`src/rtl/s2mm_write_scheduler_pkg.sv`:
```
// Shared definitions for the S2MM write scheduler: FSM states and the
// DataMover command/status field positions.
package s2mm_write_scheduler_pkg;

    typedef enum logic [2:0] {
        IDLE,
        CMD,
        START,
        STREAM,
        STATUS,
        FINISH
    } state_t;

    localparam int BEATS_W = 26;
    localparam int TAG_W   = 4;
    localparam int CMD_W   = 72;
    localparam int STS_W   = 8;

    localparam int CMD_BTT_LSB   = 0;
    localparam int CMD_BTT_MSB   = 22;
    localparam int CMD_TYPE_BIT  = 23;
    localparam int CMD_EOF_BIT   = 30;
    localparam int CMD_SADDR_LSB = 32;
    localparam int CMD_SADDR_MSB = 63;
    localparam int CMD_TAG_LSB   = 64;
    localparam int CMD_TAG_MSB   = 67;

    localparam int STS_TAG_LSB    = 0;
    localparam int STS_TAG_MSB    = 3;
    localparam int STS_INTERR_BIT = 4;
    localparam int STS_DECERR_BIT = 5;
    localparam int STS_SLVERR_BIT = 6;
    localparam int STS_OKAY_BIT   = 7;

endpackage

```
`src/rtl/s2mm_write_scheduler.sv`:
```
// Splits a stream-to-memory job into DataMover S2MM bursts, starts the data
// generator per burst, watches the stream for tlast and checks each status.
//
// state  | meaning
// IDLE   | waiting for a job, job_ready high
// CMD    | presenting the DataMover command for the current burst
// START  | one-cycle gen_valid pulse with the burst length
// STREAM | counting generator beats until tlast
// STATUS | waiting for the DataMover status of the burst
// FINISH | one-cycle done pulse
module s2mm_write_scheduler
    import s2mm_write_scheduler_pkg::*;
#(
    parameter int DW        = 128,
    parameter int MAX_BEATS = 256,
    parameter int ADDR_W    = 32
) (
    input  logic                axis_clk,
    input  logic                axis_reset,
    input  logic                job_valid,
    output logic                job_ready,
    input  logic [ADDR_W-1:0]   job_addr,
    input  logic [BEATS_W-1:0]  job_beats,
    output logic                gen_valid,
    output logic [BEATS_W-1:0]  gen_length,
    input  logic                mon_tvalid,
    input  logic                mon_tready,
    input  logic                mon_tlast,
    output logic [CMD_W-1:0]    cmd_tdata,
    output logic                cmd_tvalid,
    input  logic                cmd_tready,
    input  logic [STS_W-1:0]    sts_tdata,
    input  logic                sts_tvalid,
    output logic                sts_tready,
    output logic                busy,
    output logic                done,
    output logic                error
);

    localparam int BPB = DW / 8;
    localparam logic [BEATS_W:0]   MAX_B        = MAX_BEATS[BEATS_W:0];
    localparam logic [BEATS_W:0]   MAX_P1       = MAX_B + 1'b1;
    localparam logic [BEATS_W-1:0] MAX_BURST    = MAX_B[BEATS_W-1:0];
    localparam logic [BEATS_W-1:0] MAX_BURST_M1 = MAX_BURST - 1'b1;

    state_t              state;
    state_t              state_n;
    logic [ADDR_W-1:0]   addr;
    logic [BEATS_W-1:0]  remaining;
    logic [TAG_W-1:0]    tag;
    logic [BEATS_W-1:0]  beat_cnt;
    logic [BEATS_W-1:0]  beat_next;
    logic [BEATS_W-1:0]  burst;
    logic [22:0]         btt;
    logic [ADDR_W-1:0]   step;
    logic [31:0]         saddr;
    logic                beat_hs;
    logic                sts_bad;
    logic                last_burst;

    // Exactly MAX+1 remaining would leave a 1-beat tail, so shave one beat
    // off this burst and finish with a 2-beat burst instead.
    always_comb begin
        if ({1'b0, remaining} > MAX_P1) begin
            burst = MAX_BURST;
        end else if ({1'b0, remaining} == MAX_P1) begin
            burst = MAX_BURST_M1;
        end else begin
            burst = remaining;
        end
    end

    assign btt        = 23'(burst * BPB);
    assign step       = ADDR_W'(btt);
    assign saddr      = 32'(addr);
    assign beat_hs    = mon_tvalid & mon_tready;
    assign beat_next  = beat_cnt + 1'b1;
    assign last_burst = (remaining == burst);
    assign sts_bad    = ~sts_tdata[STS_OKAY_BIT] | sts_tdata[STS_SLVERR_BIT] |
                        sts_tdata[STS_DECERR_BIT] | sts_tdata[STS_INTERR_BIT] |
                        (sts_tdata[STS_TAG_MSB:STS_TAG_LSB] != tag);

    always_ff @(posedge axis_clk) begin
        if (axis_reset) begin
            state <= IDLE;
        end else begin
            state <= state_n;
        end
    end

    always_comb begin
        state_n    = state;
        job_ready  = 1'b0;
        cmd_tvalid = 1'b0;
        gen_valid  = 1'b0;
        sts_tready = 1'b0;
        done       = 1'b0;
        busy       = (state != IDLE);
        case (state)
            IDLE: begin
                job_ready = 1'b1;
                if (job_valid) begin
                    state_n = (job_beats >= 26'd2) ? CMD : FINISH;
                end
            end
            CMD: begin
                cmd_tvalid = 1'b1;
                if (cmd_tready) begin
                    state_n = START;
                end
            end
            START: begin
                gen_valid = 1'b1;
                state_n   = STREAM;
            end
            STREAM: begin
                if (beat_hs && mon_tlast) begin
                    state_n = STATUS;
                end
            end
            STATUS: begin
                sts_tready = 1'b1;
                if (sts_tvalid) begin
                    state_n = (error || sts_bad || last_burst) ? FINISH : CMD;
                end
            end
            FINISH: begin
                done    = 1'b1;
                state_n = IDLE;
            end
            default: state_n = IDLE;
        endcase
    end

    always_comb begin
        cmd_tdata = '0;
        if (state == CMD) begin
            cmd_tdata[CMD_BTT_MSB:CMD_BTT_LSB]     = btt;
            cmd_tdata[CMD_TYPE_BIT]                = 1'b1;
            cmd_tdata[CMD_EOF_BIT]                 = 1'b1;
            cmd_tdata[CMD_SADDR_MSB:CMD_SADDR_LSB] = saddr;
            cmd_tdata[CMD_TAG_MSB:CMD_TAG_LSB]     = tag;
        end
    end

    always_ff @(posedge axis_clk) begin
        if (axis_reset) begin
            addr       <= '0;
            remaining  <= '0;
            tag        <= '0;
            beat_cnt   <= '0;
            error      <= 1'b0;
            gen_length <= '0;
        end else begin
            case (state)
                IDLE: begin
                    if (job_valid) begin
                        addr      <= job_addr;
                        remaining <= job_beats;
                        error     <= (job_beats < 26'd2);
                    end
                end
                CMD: begin
                    if (cmd_tready) begin
                        gen_length <= burst;
                        beat_cnt   <= '0;
                    end
                end
                STREAM: begin
                    if (beat_hs) begin
                        beat_cnt <= beat_next;
                        if (mon_tlast && (beat_next != burst)) begin
                            error <= 1'b1;
                        end
                    end
                end
                STATUS: begin
                    if (sts_tvalid) begin
                        if (sts_bad) begin
                            error <= 1'b1;
                        end else if (!error && !last_burst) begin
                            addr      <= addr + step;
                            remaining <= remaining - burst;
                            tag       <= tag + 1'b1;
                        end
                    end
                end
                default: ;
            endcase
        end
    end

endmodule

```
`config.mk`:
```
export PLATFORM = sky130hd
export DESIGN_NAME = s2mm_write_scheduler
export DESIGN_NICKNAME = d
export VERILOG_FILES = /design/src/rtl/s2mm_write_scheduler_pkg.sv /design/src/rtl/s2mm_write_scheduler.sv
export SDC_FILE = /design/constraint.sdc
export NUM_CORES = 1
export LEC_CHECK = 0
export ABC_AREA = 1
export BUFFER_PORTS_ARGS = -buffer_cell sky130_fd_sc_hd__buf_2
export CAP_MARGIN = 20
export CORE_MARGIN = 2
export CORE_UTILIZATION = 45
export DETAILED_ROUTE_END_ITERATION = 10
export PLACE_DENSITY = 0.66
export SLEW_MARGIN = 20
export SYNTH_ARGS = -nofsm -noshare
export SYNTH_HDL_FRONTEND = slang
export SYNTH_SLANG_ARGS = --single-unit
```
`constraint.sdc`:
```
create_clock -name axis_clk -period 3.8 [get_ports axis_clk]
set_input_delay 0.57 -clock axis_clk [delete_from_list [all_inputs] [get_ports axis_clk]]
set_output_delay 0.57 -clock axis_clk [all_outputs]
set_load 0.01 [all_outputs]
```
==> metrics.csv <==
metric,value,unit
core,20200,µm²
firstDrtPassIters,7,
io_buffers,153,
rsz0062_at_grt,no,
grt_overflow,0,
drcViolationCount,0,
p_seq_frac,0.253,
routed_wl,28700,µm
synth_edf_count,0,
fin_nets,1795,
cts_buffers,17,
setup_viol,0,
drt-initial-drc-count,671,
totalPowerFinal,6.58,mW
crit_path_end_kind,register,
grt_max_degree,66,
p_int,3.53,mW
avgSynthCellArea,6.14,µm²
cp-start-kind,register,
htreeDepth,4,
die_x,147,µm
synth_top_area_frac,0.257,
place_area,10300,µm²
synthArstFlopShare,0,
drive_above_1_share,0.155,
combPwrFrac,0.517,
required,4150,ps
ys.flop_type,dfxtp_1,
die_h,147,µm
io_pins,179,
grt_pass1_wl,46000,µm
avgViaCountPerCell,5.21,
fillers,2121,
pre_cts_slack,65.1,ps
pwr-share-clk,0.229,
hold_buffers,0,
finalHoldViolCount,0,
synth_most_common_cell,nand2_1,
dp_hpwl,21900,µm
stdcell_count,1955,
cts_tree,yes,
multi_input_area,5990,µm²
clkTransAtPathRegs,60,ps
clkLatencyLatePin,420,ps
numClockSinks,118,
max_freq,285,MHz
grt_use_met1,0.350,
cts_root_buffer,clkbuf_16,
p_switching,3.05,mW
grt.busiest_layer,met2,
tightestPinTransition,888,ps
whs,416,ps
synth.cell_area,9210,µm²
p_sw_frac,0.464,
ir_drop,0.305,mV
synth.area.top_cells,"dfxtp_1 26%, nand2_1 14%, nor2_1 8.3%",
power_density,604,nW/µm²
first_global_vias,9112,
hold_class,input port to register,
die-area,21600,µm²
slew-limit-headroom,0.408,
drv_slew,0,
fin_ws,297,ps
ant_nets,0,
num_vias,10200,
status,"finished, final reports clean",
finish.instance_area,10900,µm²
leakage,5.17,nW
yosysUniqueCellTypes,52,
post-place-cells,1922,
ys_warn_count,0,
met3_usage,0.0398,
synth_common_cells,"355 x nand2_1, 203 x nor2_1, 173 x inv_1",
track_usage,0.263,
num_antenna_cells,0,
min_period_over_period,0.922,
skew,9.39,ps
fin_tns_setup,0,ps
postLayoutCoreUtil,0.540,
synth-seq-cells,118,
period_needed,3500,ps
max-cap-violations,0,
start_util,0.456,
syn2layout_area_growth,18.4,%
fp-row-count,52,
ctsLongestPathBuffers,2,
wl_per_cell,14.7,µm
yosysSeqAreaShare,0.257,
worstSetupPathType,register to register,
syn_inst,1499,
yosysTopAreaCell,dfxtp_1,
seqCellArea,2360,µm²
arrival,3860,ps
gp_congestion,0.960,
path_max_fanout,7,
antenna_found_initial,0,
grtUsageMet2,0.443,
-- critical path, cell delays in order (launching register included) --
cell and delay (ps):
dfxtp_1 460, nor2_2 90, nand2_1 120, nor2_4 50
nand3_4 100, nor2_1 50, buf_4 150, a21oi_1 330
buf_4 200, inv_1 40, ha_1 320, nand2_1 80
o21ai_0 220, a21oi_1 80, o21bai_1 300, a21oi_1 190
o21ai_0 240, o21ai_0 110, a21o_1 180, a21oi_1 120
-- repair_timing --
action                                  4_1_cts  5_1_grt
resized for setup                             0       18
endpoints found under the setup margin        0       53
endpoints found under the hold margin         0        0
setup buffers                                 0        3
-- sequential cells by signal, indices dropped and copies added (netlist names) --
register	cells
beat_cnt	26
gen_length	26
error	1
remaining	26
state	3
tag	4
addr	32
-- power by group through the flow --
stage	logic (mW)	registers (mW)	clock network [mW]
2_1_floorplan	2.40	1.64	0
3_3_place_gp	3.24	1.68	0
3_5_place_dp	3.26	1.68	0
4_1_cts	3.28	1.66	1.53
5_1_grt	3.81	1.70	1.59
6_report	3.41	1.67	1.51
-- cell families (layout without fill, tap and decap cells) --
logic type               Yosys count  after routing  synth area share
AND/OR/NAND/NOR                  746            746             0.348
AO/OA/AOI/OAI                    307            307             0.181
buffers and inverters            251            387             0.121
flip-flops                       118            118             0.257
adder cells (fa/ha/maj)           47             47            0.0655
XOR/XNOR                          28             28            0.0266
other                              2             52          0.000816
-- per-layer routing --
metal	share of wire	routed length, µm
met1	0.46	13100
met2	0.47	13500
met3	0.047	1340
met4	0.026	741
met5	0	0
-- path summary, 6_finish.rpt --
path / start / to / slack (ps) / cells past startpoint
max: remaining[25] / addr[16] / 300 / 19
min: job_addr[13] / addr[13] / 420 / 3
max reg2reg: remaining[25] / addr[16] / 300 / 19
min reg2reg: gen_length[25] / gen_length[25] / 430 / 2
-- layout make-up --
cell class	instances	share of cell area
clock buffers	21	0.0423
flip-flops and latches	118	0.217
repair buffers	181	0.0916
well taps	270	0.0310
inverters	176	0.0612
multi-input cells	1180	0.550
clock inverters	9	0.00735
-- cell usage in the layout, fill, tap and decap left out, types with 3 or more instances in the layout --
| cell | Yosys | final |
|---|---|---|
| nand2_2 | 3 | 5 |
| nand3b_1 | 5 | 5 |
| clkinvlp_4 | 0 | 5 |
| xnor2_1 | 7 | 7 |
| nor3_1 | 27 | 27 |
| and2_1 | 3 | 3 |
| inv_1 | 173 | 171 |
| a211oi_1 | 5 | 5 |
| nand2_1 | 355 | 353 |
| buf_2 | 3 | 153 |
| o21ai_0 | 98 | 95 |
| o221ai_1 | 3 | 3 |
| dfxtp_1 | 118 | 117 |
| nor2_2 | 8 | 9 |
| clkbuf_16 | 0 | 17 |
| conb_1 | 2 | 52 |
| a21o_1 | 3 | 3 |
| nand3_1 | 87 | 87 |
| a21oi_1 | 139 | 137 |
| nor2_4 | 2 | 4 |
| buf_4 | 27 | 25 |
| o21bai_1 | 5 | 5 |
| nor4_1 | 11 | 10 |
| nor2_1 | 203 | 200 |
| o211ai_1 | 7 | 7 |
| xor2_1 | 21 | 21 |
| o21ai_1 | 16 | 17 |
| clkinv_2 | 0 | 4 |
| ha_1 | 45 | 44 |
| a31oi_1 | 20 | 20 |
| nand4_1 | 18 | 18 |
| o22ai_1 | 6 | 6 |
| or2_2 | 12 | 12 |
Note: power is estimated with default switching activity, not from simulation.
